## src/rtl/sapx_core.sv

```systemverilog
// SAP-x core: internal RAM, accumulator/B datapath, multi-cycle T-state sequencer and OUT port.
// Optional SAPX_CYCLE_CNT_EN adds cycle_cnt_o, a free-running count of non-HALT cycles.
module sapx_core #(
  parameter int DATA_W = 8,
  parameter int ADDR_W = 4
) (
  input  logic              clk_i,
  input  logic              rst_i,
  input  logic              run_i,
  input  logic              prog_we_i,
  input  logic [ADDR_W-1:0] prog_addr_i,
  input  logic [DATA_W-1:0] prog_data_i,
  input  logic              out_ready_i,
  output logic              out_valid_o,
  output logic [DATA_W-1:0] out_data_o,
  output logic [ADDR_W-1:0] pc_o,
  output logic [DATA_W-1:0] acc_o,
  output logic [1:0]        flags_o,
  output logic              halted_o
`ifdef SAPX_CYCLE_CNT_EN
  ,
  output logic [31:0]       cycle_cnt_o
`endif
);
  typedef enum logic [2:0] {S_HALT, S_T0, S_T1, S_T2, S_T3, S_T4} state_t;
  localparam logic [3:0] OP_LDA = 4'h0, OP_ADD = 4'h1, OP_SUB = 4'h2, OP_STA = 4'h3,
                         OP_LDI = 4'h4, OP_JMP = 4'h5, OP_JC  = 4'h6, OP_JZ  = 4'h7,
                         OP_OUT = 4'he, OP_HLT = 4'hf;

  state_t            state;
  logic [DATA_W-1:0] mem [2**ADDR_W];
  logic [DATA_W-1:0] b_reg, ir, mem_rd;
  logic [ADDR_W-1:0] mar, opnd;
  logic [3:0]        opcode;
  logic [DATA_W:0]   alu_sum;
  logic              c_flag, z_flag, out_stall;

  assign opcode    = ir[DATA_W-1 -: 4];
  assign opnd      = ir[ADDR_W-1:0];
  assign mem_rd    = mem[mar];
  assign flags_o   = {c_flag, z_flag};
  assign halted_o  = (state == S_HALT);
  assign out_stall = out_valid_o && !out_ready_i;

  // SUB is acc + ~B + 1, so carry out means "no borrow".
  always_comb begin
    alu_sum = {1'b0, acc_o} + {1'b0, b_reg};
    if (opcode == OP_SUB)
      alu_sum = {1'b0, acc_o} + {1'b0, ~b_reg} + (DATA_W+1)'(1);
  end

  // RAM has no reset; reset only blocks a write in the same cycle.
  always_ff @(posedge clk_i) begin
    if (!rst_i) begin
      if (state == S_HALT && prog_we_i)
        mem[prog_addr_i] <= prog_data_i;
      else if (state == S_T3 && opcode == OP_STA)
        mem[mar] <= acc_o;
    end
  end

  always_ff @(posedge clk_i) begin
    if (rst_i) begin
      state       <= S_HALT;
      pc_o        <= '0;
      acc_o       <= '0;
      b_reg       <= '0;
      ir          <= '0;
      mar         <= '0;
      c_flag      <= 1'b0;
      z_flag      <= 1'b0;
      out_data_o  <= '0;
      out_valid_o <= 1'b0;
    end else begin
      if (out_valid_o && out_ready_i)
        out_valid_o <= 1'b0;
      case (state)
        S_HALT: if (run_i) state <= S_T0;
        S_T0: begin
          mar   <= pc_o;
          state <= S_T1;
        end
        S_T1: begin
          ir    <= mem_rd;
          pc_o  <= pc_o + ADDR_W'(1);
          state <= S_T2;
        end
        S_T2: begin
          state <= S_T0;
          case (opcode)
            OP_LDA, OP_ADD, OP_SUB, OP_STA: begin
              mar   <= opnd;
              state <= S_T3;
            end
            OP_LDI: acc_o <= {{(DATA_W-ADDR_W){1'b0}}, opnd};
            OP_JMP: pc_o  <= opnd;
            OP_JC:  if (c_flag) pc_o <= opnd;
            OP_JZ:  if (z_flag) pc_o <= opnd;
            OP_OUT: begin
              if (out_stall) begin
                state <= S_T2;
              end else begin
                out_data_o  <= acc_o;
                out_valid_o <= 1'b1;
              end
            end
            OP_HLT:  state <= S_HALT;
            default: ;
          endcase
        end
        S_T3: begin
          state <= S_T0;
          case (opcode)
            OP_LDA:         acc_o <= mem_rd;
            OP_ADD, OP_SUB: begin
              b_reg <= mem_rd;
              state <= S_T4;
            end
            default: ;
          endcase
        end
        S_T4: begin
          {c_flag, acc_o} <= alu_sum;
          z_flag          <= (alu_sum[DATA_W-1:0] == '0);
          state           <= S_T0;
        end
        default: state <= S_HALT;
      endcase
    end
  end

`ifdef SAPX_CYCLE_CNT_EN
  always_ff @(posedge clk_i) begin
    if (rst_i)                 cycle_cnt_o <= '0;
    else if (state != S_HALT)  cycle_cnt_o <= cycle_cnt_o + 32'd1;
  end
`endif
endmodule

```

## config.mk

```make
export PLATFORM = sky130hd
export DESIGN_NAME = sapx_core
export DESIGN_NICKNAME = d
export VERILOG_FILES = /design/src/rtl/sapx_core.sv
export SDC_FILE = /design/constraint.sdc
export NUM_CORES = 1
export LEC_CHECK = 0
export ABC_AREA = 0
export CAP_MARGIN = 20
export CORE_UTILIZATION = 45
export DETAILED_ROUTE_END_ITERATION = 10
export SYNTH_ARGS = -nofsm -noshare
export SYNTH_HDL_FRONTEND = slang
export SYNTH_SLANG_ARGS = --single-unit
```

## constraint.sdc

```tcl
create_clock -name clk_i -period 2.4 [get_ports clk_i]
set_input_delay 0.36 -clock clk_i [delete_from_list [all_inputs] [get_ports clk_i]]
set_output_delay 0.36 -clock clk_i [all_outputs]
set_load 0.1 [all_outputs]
```

Yosys cells after proc, flatten, opt, wreduce, memory -nomap -nowiden
Memories as Yosys holds them, arrays and structs flattened. A register that Yosys moved wholly into a read port is not among the register bits.
Cells that the tools add are included.
- add/subtract/negate cells: 4
- equality and inequality tests: 21
- mux-type cells: 31
- bitwise gates (word level): 2
- reductions and logical operators: 19
- operators with widths (kind ; count):
    two-way mux 4 bit ; 6
    two-way mux 8 bit ; 3
    case mux 8 bit (3 select lines) ; 1
    adder 8 x 8 -> 9 bit ; 2
    case mux 3 bit (6 select lines) ; 1
    == test 4 x 3 -> 1 bit, second input constant ; 4
    case mux 4 bit (2 select lines) ; 2
    two-way mux 1 bit ; 12
    case mux 4 bit (3 select lines) ; 1
    adder 9 x 1 -> 9 bit, second input constant ; 1
    two-way mux 9 bit ; 1
    case mux 3 bit (3 select lines) ; 1
    == test 4 x 2 -> 1 bit, second input constant ; 2
    == test 4 bit, second input constant ; 2
    logical NOT 8 bit ; 1
    NOT 8 bit ; 1
    OR reduction 8 bit ; 1
    == test 3 x 2 -> 1 bit, second input constant ; 2
    == test 3 bit, second input constant ; 2
    two-way mux 3 bit ; 2
    inequality test 2 x 1 -> 1 bit, second input constant ; 3
    inequality test 3 bit, second input constant ; 2
    AND reduction 3 bit ; 2
    adder 4 x 1 -> 4 bit, second input constant ; 1
    other kinds (16) ; 21
- register bits after elaboration: 46
- bits in writable memories: 128
- bits of input ports: 17
- output and inout port bits: 24
- memories: 1
- memories (memory ; words ; width ; read ports ; clocked after Yosys merged registers in ; wr ports ; RTL line ; source):
    mem ; 16 ; 8 ; 1 ; 1 ; 1 ; 31 ; logic [DATA_W-1:0] mem [2**ADDR_W];

Logic depth before layout (Yosys ltp)
Gate-level depths: netlist (run 1).
- word-level depth: 8
- mapped depth: 10
- mapped depth without buffers: 10

Least setup slack after synthesis (run 1)
OpenSTA, ideal clock, no wires.
- kind: reg-to-output
- start point: register state[0]
- end point: output port halted_o
- arrival: 2.614 ns
- slack: -0.574 ns
- cell stages (with the launch flop): 3
- buffers on the path: 1
- cells stage by stage: dfxtp_1 clkbuf_1 nor3_1
- word-level cells in the longest chain between the ends: 1
- ends and longest elaborated chain (item ; RTL line ; source):
    start: declaration ; 30 ; state_t state;
    start signal: assignment ; 64 ; state <= S_HALT;
    start signal: assignment ; 78 ; S_HALT: if (run_i) state <= S_T0;
    start signal: assignment ; 81 ; state <= S_T1;
    logical NOT 3 bit ; 42 ; assign halted_o = (state == S_HALT);
    end: declaration ; 19 ; output logic halted_o
No other way between the ends.

Final worst setup path (run 1)
- start point: register state[2]
- end point: memory mem[15][1], enable pin
- word-level cells in the longest chain between the ends: 8
- elaborated cells on any way between the ends: 14
- those cells by class: eq/ne: 1; mux: 9; reduce/logical: 4
- ends and longest elaborated chain (item ; RTL line ; source):
    == test 3 bit ; 57 ; else if (state == S_T3 && opcode == OP_STA)
    logical AND 1 bit ; 57 ;
    two-way mux 1 bit ; 57 ;
    two-way mux 1 bit ; 55 ; if (state == S_HALT && prog_we_i)
    two-way mux 1 bit ; 54 ; if (!rst_i) begin
    two-way mux 1 bit (not written as such) ; 58 ; mem[mar] <= acc_o;
    OR reduction 8 bit (no line) ; - ;
    two-way mux 4 bit (no line) or two-way mux 1 bit (tied branches) ; - ;
    end: declaration ; 31 ;
Parallel ways exist; a longest one is shown, timed or not.

==> results of run 1 <==
critical path, stage by stage (launching register included):
cell and delay [ns]:
dfxtp_1 0.33, or3b_1 0.36, nor2_1 0.11, nand4_1 0.10
buf_4 0.20, buf_4 0.15, clkbuf_16 0.16, a31oi_1 0.20
buf_4 0.19, nor2_1 0.06, buf_4 0.18
timing repair:
action	4_1_cts	5_1_grt
setup buffers	0	2
gates resized for setup	0	2
endpoints found under the setup margin	0	41
path summary, 6_finish.rpt:
| kind | startpoint | to | slack, ns |
|---|---|---|---|
| max reg2reg | state[2]$_SDFFE_PP0P_ | mem[15][1]$_DFFE_PP_ | 0.09 |
| min reg2reg | z_flag$_SDFFE_PP0P_ | z_flag$_SDFFE_PP0P_ | 0.49 |
| min | z_flag$_SDFFE_PP0P_ | z_flag$_SDFFE_PP0P_ | 0.49 |
| max | state[2]$_SDFFE_PP0P_ | mem[15][1]$_DFFE_PP_ | 0.09 |
metal layers:
metal	GRT usage (%)	share of wire [%]	wire, um
met3	4.370	4.8	963
met4	7.593	1.6	325
met2	37.68	50	9882
met5	0	0	0
met1	30.34	44	8748
cells by family (layout without fill, tap and decap cells):
logic type / after synthesis / in the layout / share of synthesized area (%)
compound gates: 105 / 105 / 8.459
xor+xnor: 4 / 4 / 0.4299
fa+ha+maj: 20 / 20 / 3.255
buf+inv: 53 / 135 / 3.669
flops: 178 / 178 / 59.44
mux: 67 / 67 / 14.34
simple gates: 173 / 173 / 10.41
power by group through the flow:
stage                     clock network (mW)  registers (mW)  logic (mW)
after global routing                    2.84            3.41       0.856
after global placement                     0            3.47       0.794
after floorplan                            0            3.48       0.553
after CTS                               2.70            3.41       0.800
final                                   2.67            3.41       0.798
after detailed placement                   0            3.47       0.796
metrics by stage:
stage	utilization, %	cells	power [mW]
floorplan	-	600	4.034
global placement	50.94	872	4.267
detailed placement	50.94	872	4.271
CTS	54.12	903	6.906
global route	54.52	907	7.106
finish	54.52	907	6.881
cell usage in the layout, fill, tap and decap left out, types with 11 or more instances in the layout:
cell type,synthesis,final
clkbuf_16,0,19
mux4_1,16,16
nand2_1,39,39
mux2i_1,23,23
o21ai_0,18,17
a21oi_1,34,34
ha_1,18,18
dfxtp_1,50,42
buf_4,6,65
nor2_1,69,69
mux4_2,18,18
edfxtp_1,128,128
inv_1,18,18
clkdlybuf4s50_1,0,15
nor2b_1,11,11
synthesized netlist by cell type, types with 6 or more instances:
library cell and n:
ha_1 18, dfxtp_1 50, o21ai_0 18, buf_2 12, nor2_1 69, mux2_2 10
clkbuf_1 11, mux4_2 18, buf_4 6, a31oi_1 7, nor2b_1 11, mux4_1 16
edfxtp_1 128, inv_1 18, mux2i_1 23, nand2b_1 7, a21oi_1 34, nand2_1 39
a211oi_1 8, nor4_1 6, nor3b_1 6, o211ai_1 6, nor3_1 10
area by class of cell:
type | instances | area, um^2 | share of cell area [%]
clock inverters | 14 | 130.1 | 1.366
multi-input cells | 369 | 3017 | 31.66
repair buffers | 86 | 753.2 | 7.904
flip-flops and latches | 178 | 4855 | 50.95
inverters | 18 | 67.56 | 0.7090
well taps | 225 | 281.5 | 2.954
clock buffers | 17 | 425.4 | 4.464
==> impl_results.md, run 1 <==
* Min Tclk post-route at 2.306 ns
* Number of routed nets with antenna violations at 0
* Tightest Pin Transition at between 0.5 and 0.6 ns
* Seq pwr share at 49.5%
* Vias in the first global route at 5145
* NumNets Final at 707
* Sw Pwr at 1.777 mW
* GRT Total Usage at 22.86%
* R2r worst-path depth at 10
* Port Buffers at 40
* Crit Path Class: reg2reg
* Max Cap Violations at 0
* Sum Neg Setup Slack at 0 ns
* Die Y at 136.6 um
* LEAKAGE at around 3.4 nW
* Avg Inst Size Synth at 13.58 um^2
* F_max at 433.7 MHz
* Worst setup margin at 0.09410 ns
* Final instance area at between 9000 and 10000 um^2
* Peak VDD IR at ~0.00066 V
* Area Growth Syn to Fin at 16.92%
* First-pass GRT wire length at between 30000 and 40000 um
* Largest Register: mem
* Ranking of synthesized cells by area: edfxtp_1 (47%), dfxtp_1 (12%), mux4_1 (5.2%), mux4_2 (5.0%), nor2_1 (3.2%)
* Initial core utilization at between 40% and 50%
* Synthesized Nets at 637
* Share of total power in combinational logic at between 10% and 20%
* Setup violators final at 0
* Die area at 18650 um^2
* WHS Path Cells at 2
* Initial antenna violation count at 0
* Ports at 41
* TritonCTS Buffers at 17
* Clock root cell: clkbuf_16
* Switching Fraction at 25.82%
* DP HPWL at 13860 um
* Mapped cell area at 8150 um^2
* Fin crit share at 96.08%
* DRT iter0 DRCs at between 500 and 600
* Via density at slightly below 6
* Clk pwr share at 38.9%
* Status: completed
* Worst-case clock buffer depth at 2
* Clock transition at path regs at around 0.070 ns
* # hold bufs at CTS at 0
* Final hold violations at 0
* Internal power at 5.104 mW
* Post-DP Area at about 8900 um^2
* Crit path max fanout at 12
* Worst-Skew Late Latency at 0.44 ns
* Min-delay worst type: reg2reg
* CTS tree: built
* Critical path required time at 2.59 ns
* Synth area leader: edfxtp_1
* Yosys top cell area share at 47.16%
* WL/cell at 21.96 um
* Rel. slew slack at 65.18%
* Ys Warns at 0
* Total number of vias at 5260
* Layout cells sized above 1 at 21.41%
* Worst hold margin at 0.4930 ns
* Seq/Total Area, Yosys at 59.44%
* Clock Sink Count at 178
* Max reg flops at 128
* Cell Rows at 48
* Layout Skew at 0.01310 ns
* CP startpoint kind: flop
* Pre-CTS setup slack at -0.03722 ns
* Fillers at 1458
* H-tree Lvls at 4
* Total gr overflow at 0
* Drt first pass iters at 5
* Ant diodes at 0
* WP data arrival at ~2.5 ns
* Core Area at 17480 um^2
* Post-synthesis cell type count at 62
* Synth Register Bits at 178
* Max-slew violations at 0
* Crit end category: flop
* Largest net degree at the start of global routing at 47
* Die width at roughly 140 um
* Gpl congestion at 0.8591
* RSZ-0062 raised after global routing: false
* Post-synthesis cell count at 600
* PwrDens at ~720 nW/um^2
* Post-synth ARST share at 0%
* EDFF count, synth at approximately 130
* # DRC at 0
* Total Wirelength at about 20000 um
* Post-synth top flop: edfxtp_1
No activity file was read; power rests on OpenSTA's default activity.
==> run 2, diff against run 1 <==
GPL_ROUTABILITY_DRIVEN = 0   (was default)
==> results of run 2 <==
No change in the layout: final DEF, timing and power equal those of run 1.
